File: config.mk
export PLATFORM = sky130hd
export DESIGN_NAME = seq_detect_param
export DESIGN_NICKNAME = d
export VERILOG_FILES = /design/src/rtl/seq_detect_param.sv
export SDC_FILE = /design/constraint.sdc
export NUM_CORES = 1
export LEC_CHECK = 0
export ABC_AREA = 1
export CAP_MARGIN = 20
export CORE_MARGIN = 1.5
export CORE_UTILIZATION = 30
export CTS_BUF_LIST = sky130_fd_sc_hd__clkbuf_8 sky130_fd_sc_hd__clkbuf_16
export DETAILED_ROUTE_END_ITERATION = 8
export PLACE_DENSITY_LB_ADDON = 0.3
export SKIP_CTS_REPAIR_TIMING = 1
export SLEW_MARGIN = 0
export SYNTH_ARGS = -nofsm -noshare
export SYNTH_HDL_FRONTEND = slang
export SYNTH_SLANG_ARGS = --single-unit
File: constraint.sdc
create_clock -name clk -period 4.2 [get_ports clk]
set_input_delay 0.63 -clock clk [delete_from_list [all_inputs] [get_ports clk]]
set_output_delay 0.63 -clock clk [all_outputs]
set_load 0.03 [all_outputs]
File: src/rtl/seq_detect_param.sv
// seq_detect_param: runtime-configurable serial pattern detector with a registered one-cycle detect pulse.
// Define SEQDET_CNT_EN to build the saturating match counter; otherwise match_count/count_sat are tied low.
module seq_detect_param #(
    parameter int                 MAX_LEN         = 8,
    parameter int                 CNT_W           = 8,
    parameter logic [MAX_LEN-1:0] DEFAULT_PATTERN = MAX_LEN'(8'b0000_0110),
    parameter int                 DEFAULT_LEN     = 3,
    parameter bit                 DEFAULT_OVERLAP = 1'b1
) (
    input  logic                           clk,
    input  logic                           reset,
    input  logic                           in_valid,
    input  logic                           seq_in,
    input  logic                           cfg_load,
    input  logic [MAX_LEN-1:0]             cfg_pattern,
    input  logic [$clog2(MAX_LEN+1)-1:0]   cfg_len,
    input  logic                           cfg_overlap,
    input  logic                           cnt_clr,
    output logic                           detected_out,
    output logic                           armed,
    output logic                           cfg_err,
    output logic [CNT_W-1:0]               match_count,
    output logic                           count_sat
);
    localparam int                LEN_W     = $clog2(MAX_LEN + 1);
    localparam logic [LEN_W-1:0]  MAX_LEN_L = LEN_W'(MAX_LEN);
    localparam logic [LEN_W-1:0]  DEF_LEN_L = LEN_W'(DEFAULT_LEN);

    typedef enum logic {FILL, HUNT} state_t;

    state_t               state_q, state_d;
    logic [MAX_LEN-1:0]   pattern_q, pattern_d;
    logic [LEN_W-1:0]     len_q, len_d;
    logic                 overlap_q, overlap_d;
    logic [MAX_LEN-1:0]   hist_q, hist_d;
    logic [LEN_W-1:0]     fill_q, fill_d;
    logic                 detected_q, cfg_err_q, cfg_err_d;
    logic                 match;
    logic                 cfg_ok;
    logic [MAX_LEN-1:0]   hist_shift;
    logic [LEN_W-1:0]     fill_inc;

    function automatic logic [LEN_W-1:0] fill_sat_inc(input logic [LEN_W-1:0] f);
        return (f == MAX_LEN_L) ? f : f + 1'b1;
    endfunction

    // Selects the low n bits of the history for comparison.
    function automatic logic [MAX_LEN-1:0] len_mask(input logic [LEN_W-1:0] n);
        logic [MAX_LEN-1:0] m;
        for (int i = 0; i < MAX_LEN; i++)
            m[i] = (LEN_W'(i) < n);
        return m;
    endfunction

    assign cfg_ok     = (cfg_len != '0) && (cfg_len <= MAX_LEN_L);
    assign hist_shift = {hist_q[MAX_LEN-2:0], seq_in};
    assign fill_inc   = fill_sat_inc(fill_q);

    always_ff @(posedge clk or posedge reset) begin
        if (reset) begin
            state_q    <= FILL;
            pattern_q  <= DEFAULT_PATTERN;
            len_q      <= DEF_LEN_L;
            overlap_q  <= DEFAULT_OVERLAP;
            hist_q     <= '0;
            fill_q     <= '0;
            detected_q <= 1'b0;
            cfg_err_q  <= 1'b0;
        end else begin
            state_q    <= state_d;
            pattern_q  <= pattern_d;
            len_q      <= len_d;
            overlap_q  <= overlap_d;
            hist_q     <= hist_d;
            fill_q     <= fill_d;
            detected_q <= match;
            cfg_err_q  <= cfg_err_d;
        end
    end

    // Any cfg_load strobe, accepted or rejected, takes priority and drops the coincident bit.
    always_comb begin
        state_d   = state_q;
        pattern_d = pattern_q;
        len_d     = len_q;
        overlap_d = overlap_q;
        hist_d    = hist_q;
        fill_d    = fill_q;
        match     = 1'b0;
        cfg_err_d = 1'b0;
        if (cfg_load) begin
            if (cfg_ok) begin
                pattern_d = cfg_pattern;
                len_d     = cfg_len;
                overlap_d = cfg_overlap;
                hist_d    = '0;
                fill_d    = '0;
                state_d   = FILL;
            end else begin
                cfg_err_d = 1'b1;
            end
        end else if (in_valid) begin
            hist_d  = hist_shift;
            fill_d  = fill_inc;
            match   = (fill_inc >= len_q) &&
                      (((hist_shift ^ pattern_q) & len_mask(len_q)) == '0);
            state_d = (fill_inc >= len_q) ? HUNT : FILL;
            if (match && !overlap_q) begin
                fill_d  = '0;
                state_d = FILL;
            end
        end
    end

    assign detected_out = detected_q;
    assign cfg_err      = cfg_err_q;
    assign armed        = (state_q == HUNT);

`ifdef SEQDET_CNT_EN
    logic [CNT_W-1:0] cnt_q;
    logic             sat_q;

    function automatic logic [CNT_W-1:0] cnt_sat_inc(input logic [CNT_W-1:0] c);
        return (&c) ? c : c + 1'b1;
    endfunction

    // Clear beats a coincident match.
    always_ff @(posedge clk or posedge reset) begin
        if (reset) begin
            cnt_q <= '0;
            sat_q <= 1'b0;
        end else if (cnt_clr) begin
            cnt_q <= '0;
            sat_q <= 1'b0;
        end else if (match) begin
            cnt_q <= cnt_sat_inc(cnt_q);
            sat_q <= sat_q | (&cnt_sat_inc(cnt_q));
        end
    end

    assign match_count = cnt_q;
    assign count_sat   = sat_q;
`else
    logic unused_cnt_clr;
    assign unused_cnt_clr = cnt_clr;
    assign match_count    = '0;
    assign count_sat      = 1'b0;
`endif

endmodule

==> results.sh <==
export IMPL_drive_gt1_share_pct=11.36
export IMPL_p_sw_share_pct=35.22
export IMPL_r2r_slack_ns=2.24
export IMPL_finalHoldViolations=0
export IMPL_max_freq_mhz=509.7
export IMPL_drt_first_pass_iters=5
export IMPL_worstSetupPathType="flip-flop to flip-flop"
export IMPL_vdd_drop_max_mv=0.1161
export IMPL_rsz0062_at_grt="no"
export IMPL_io_buffers=20
export IMPL_ys_dominant_reg_cell="dfrtp_1"
export IMPL_synthXorXnorAreaFrac_pct=3.898
export IMPL_slew_headroom_pct=59.58
export IMPL_cp_slowest_stage_delay_ns=0.44
export IMPL_synth_most_common_cell="nand2_1"
export IMPL_r2r_cells=13
export IMPL_power_frac_seq_pct=46.1
export IMPL_wl_per_cell_um=10.19
export IMPL_skew_ns=0.001527
export IMPL_setup_violations=0
export IMPL_die_area_mm2=0.005686
export IMPL_run_status="finished, final reports clean"
export IMPL_synth_warnings=0
export IMPL_worst_r2r_endpoint="armed$_DFFE_PP0P_"
export IMPL_grt_pass1_vias=1195
export IMPL_critPathLaunch="fill_q[0]$_DFFE_PP0P_"
export IMPL_critPathMostFrequentCell="nand2_1"
export IMPL_area_growth_pct=18.77
export IMPL_p_sw_mw=0.2507
export IMPL_power_density_mw_per_mm2=381.1
export IMPL_clk_pin_slew_ns=0.09
export IMPL_synthTopCellsByArea="dfrtp_1, nand2_1, dfstp_2"
export IMPL_muxShareOfSynthArea_pct=0
export IMPL_clockBufferDepth=2
export IMPL_seq_area_frac_synth_pct=43.36
export IMPL_avgSynthCellArea_um2=7.903
export IMPL_tritoncts="yes"
export IMPL_core_mm2=0.005075
export IMPL_synth_top_area_share_pct=35.00
export IMPL_drcViolationCount=0
export IMPL_min_path_type="flip-flop to flip-flop"
export IMPL_cts_sinks=27
export IMPL_async_flop_share_pct=100.0
export IMPL_fin_util_pct=36.81
export IMPL_synth_top_family_by_area="simple AND/OR/NAND/NOR gates"
export IMPL_worstSetupStartpointType="flip-flop"
export IMPL_worst_pin_slew_ns=0.6049
export IMPL_num_antenna_cells=0
export IMPL_synth_compound_area_share_pct=6.444
export IMPL_cp_depth=13
export IMPL_ant_nets=0
export IMPL_synth_cells=199
export IMPL_maxSlewViolCount=0
export IMPL_cp_arrival_ns=2.13
export IMPL_syn_area_mm2=0.001573
export IMPL_synth_distinct_cells=25
export IMPL_grt_ovfl_total=0
export IMPL_cp_end_kind="flip-flop"
export IMPL_ys_seq_elements=27
export IMPL_rr_startpoint="fill_q[0]$_DFFE_PP0P_"
export IMPL_track_usage_pct=12.12
export IMPL_leakage_nw=0.9652
export IMPL_critPathSlowestCell="dfrtp_1"
export IMPL_critical_path_endpoint="armed$_DFFE_PP0P_"
export IMPL_hpwl_um=2226
export IMPL_cpLargestDelayFamily="simple AND/OR/NAND/NOR gates"
export IMPL_antenna_found_initial=0
export IMPL_cp_cell_sequence="inv_1 > ha_1 > nand2_1 > nor2_1 > xor2_1 > ha_1 > nand4_1 > nand3_1 > nand2_1 > inv_1 > nand3_2 > nand2_1 > nand2_1"
export IMPL_h_tree_depth=1
export IMPL_initial_core_util_pct=30.99
export IMPL_synth_fa_ha_area_share_pct=4.773
export IMPL_wl_um=2954
export IMPL_cp_max_fo=5
export IMPL_p_clk_share_pct=20.8
export IMPL_synth_common_cells="nand2_1, inv_1, dfrtp_1, buf_4, o21ai_0"
export IMPL_synth_edf_count=0
export IMPL_root_buffer="clkbuf_8"
export IMPL_path_buf_inv=2
export IMPL_place_gp_congestion=0.8375
export IMPL_std_cell_rows=26
export IMPL_die_h_um=75.41
export IMPL_dr_total_vias=1194
export IMPL_grt_pass1_wl_um=5278
export IMPL_synth_largest_area_cell="dfrtp_1"
export IMPL_routed_via_density=4.117
export IMPL_fp_dieW_um=75.41
export IMPL_internal_power_mw=0.4611
export IMPL_grt_max_degree=28
export IMPL_num_io_pins=31
export IMPL_p_comb_share_pct=33.1
export IMPL_numCtsBuffers=3
export IMPL_yosys_area_share_simple_pct=27.76
export IMPL_fin_nets=246
export IMPL_drv_cap=0
export IMPL_period_share_pct=46.71
export IMPL_required_ns=4.37
export IMPL_tns_ns=0
export IMPL_insertion_delay_ns=0.27
export IMPL_period_needed_ns=1.962
export IMPL_drt_iter0_drc=52
[flip-flops by register name (all words and copies together) (netlist names)]
| signal | cells |
|---|---|
| pattern_q | 8 |
| fill_q | 4 |
| detected_out | 1 |
| cfg_err | 1 |
| overlap_q | 1 |
| len_q | 4 |
| hist_q | 7 |
| armed | 1 |
[worst register-to-register path, stage by stage (launching register included)]
cell     delay (ns)
dfrtp_1        0.44
inv_1          0.06
ha_1           0.19
nand2_1        0.08
nor2_1         0.05
xor2_1         0.16
ha_1           0.28
nand4_1        0.09
nand3_1        0.11
nand2_1        0.06
inv_1          0.06
nand3_2        0.13
nand2_1        0.11
nand2_1        0.05
[cells in the final DEF, fill, tap and decap left out, types with 4 or more instances in the layout]
master,netlist,routed
nand2_1,71,71
xor2_1,7,7
nand3_1,7,7
inv_2,4,4
clkdlybuf4s50_1,0,20
ha_1,6,6
dfstp_2,5,5
conb_1,1,9
o22ai_1,6,6
o21ai_0,9,9
nor2_1,8,8
dfrtp_1,22,22
inv_1,25,26
[worst min path at each step]
stage / from / to / slack [ns] / cells after the start
CTS: pattern_q[1]$_DFFE_PP1P_ / pattern_q[1]$_DFFE_PP1P_ / 0.49 / 2
floorplan: pattern_q[1]$_DFFE_PP1P_ / pattern_q[1]$_DFFE_PP1P_ / 0.45 / 2
detailed placement: armed$_DFFE_PP0P_ / armed$_DFFE_PP0P_ / 0.47 / 2
global route: pattern_q[1]$_DFFE_PP1P_ / pattern_q[1]$_DFFE_PP1P_ / 0.50 / 2
finish: pattern_q[1]$_DFFE_PP1P_ / pattern_q[1]$_DFFE_PP1P_ / 0.48 / 2
global placement: pattern_q[1]$_DFFE_PP1P_ / pattern_q[1]$_DFFE_PP1P_ / 0.47 / 2
[cell families (layout without fill, tap and decap cells)]
kind of cell / Yosys count / after routing
other: 1 / 9
AOI/OAI and AO/OA: 18 / 18
DFF: 27 / 27
buffers and inverters: 42 / 55
xor gates and xnor gates: 7 / 7
adders and majority gates: 6 / 6
and+or+nand+nor: 98 / 98
[final cells by class]
class / count / area, µm²
flip-flops and latches: 27 / 681.9
clock buffers: 3 / 41.29
multi-input cells: 138 / 708.2
repair buffers: 21 / 227.7
fillers: 573 / 3207
clock inverters: 1 / 3.754
inverters: 30 / 117.6
well taps: 70 / 87.58
[power by group through the flow]
| stage | Sequential (mW) | Combinational, mW | Clock [mW] |
|---|---|---|---|
| 2_1_floorplan | 0.336 | 0.176 | 0 |
| 3_3_place_gp | 0.333 | 0.234 | 0 |
| 3_5_place_dp | 0.333 | 0.238 | 0 |
| 4_1_cts | 0.329 | 0.239 | 0.153 |
| 5_1_grt | 0.334 | 0.278 | 0.165 |
| 6_report | 0.328 | 0.236 | 0.148 |
[metal layers]
layer / vias to the layer above / routed length (µm) / global-route usage [%]
met1: 537 / 1474 / 16.69
met4: 0 / 28 / 3.571
met5: - / 0 / 0
met3: 4 / 94 / 1.984
met2: 20 / 1356 / 19.69
li1: 633 / - / -
[metrics by stage]
step	hold slack (ns)	cells	setup slack [ns]	instance area, µm²	power, mW
after floorplan	0.4530	207	2.456	1603	0.5121
after global placement	0.4654	285	1.910	1795	0.5671
after detailed placement	0.4685	285	1.922	1795	0.5708
after CTS	0.4904	289	2.204	1841	0.7210
after global routing	0.4992	290	2.019	1868	0.7761
final	0.4821	290	2.238	1868	0.7119
Power figures use the tool's default switching activity.
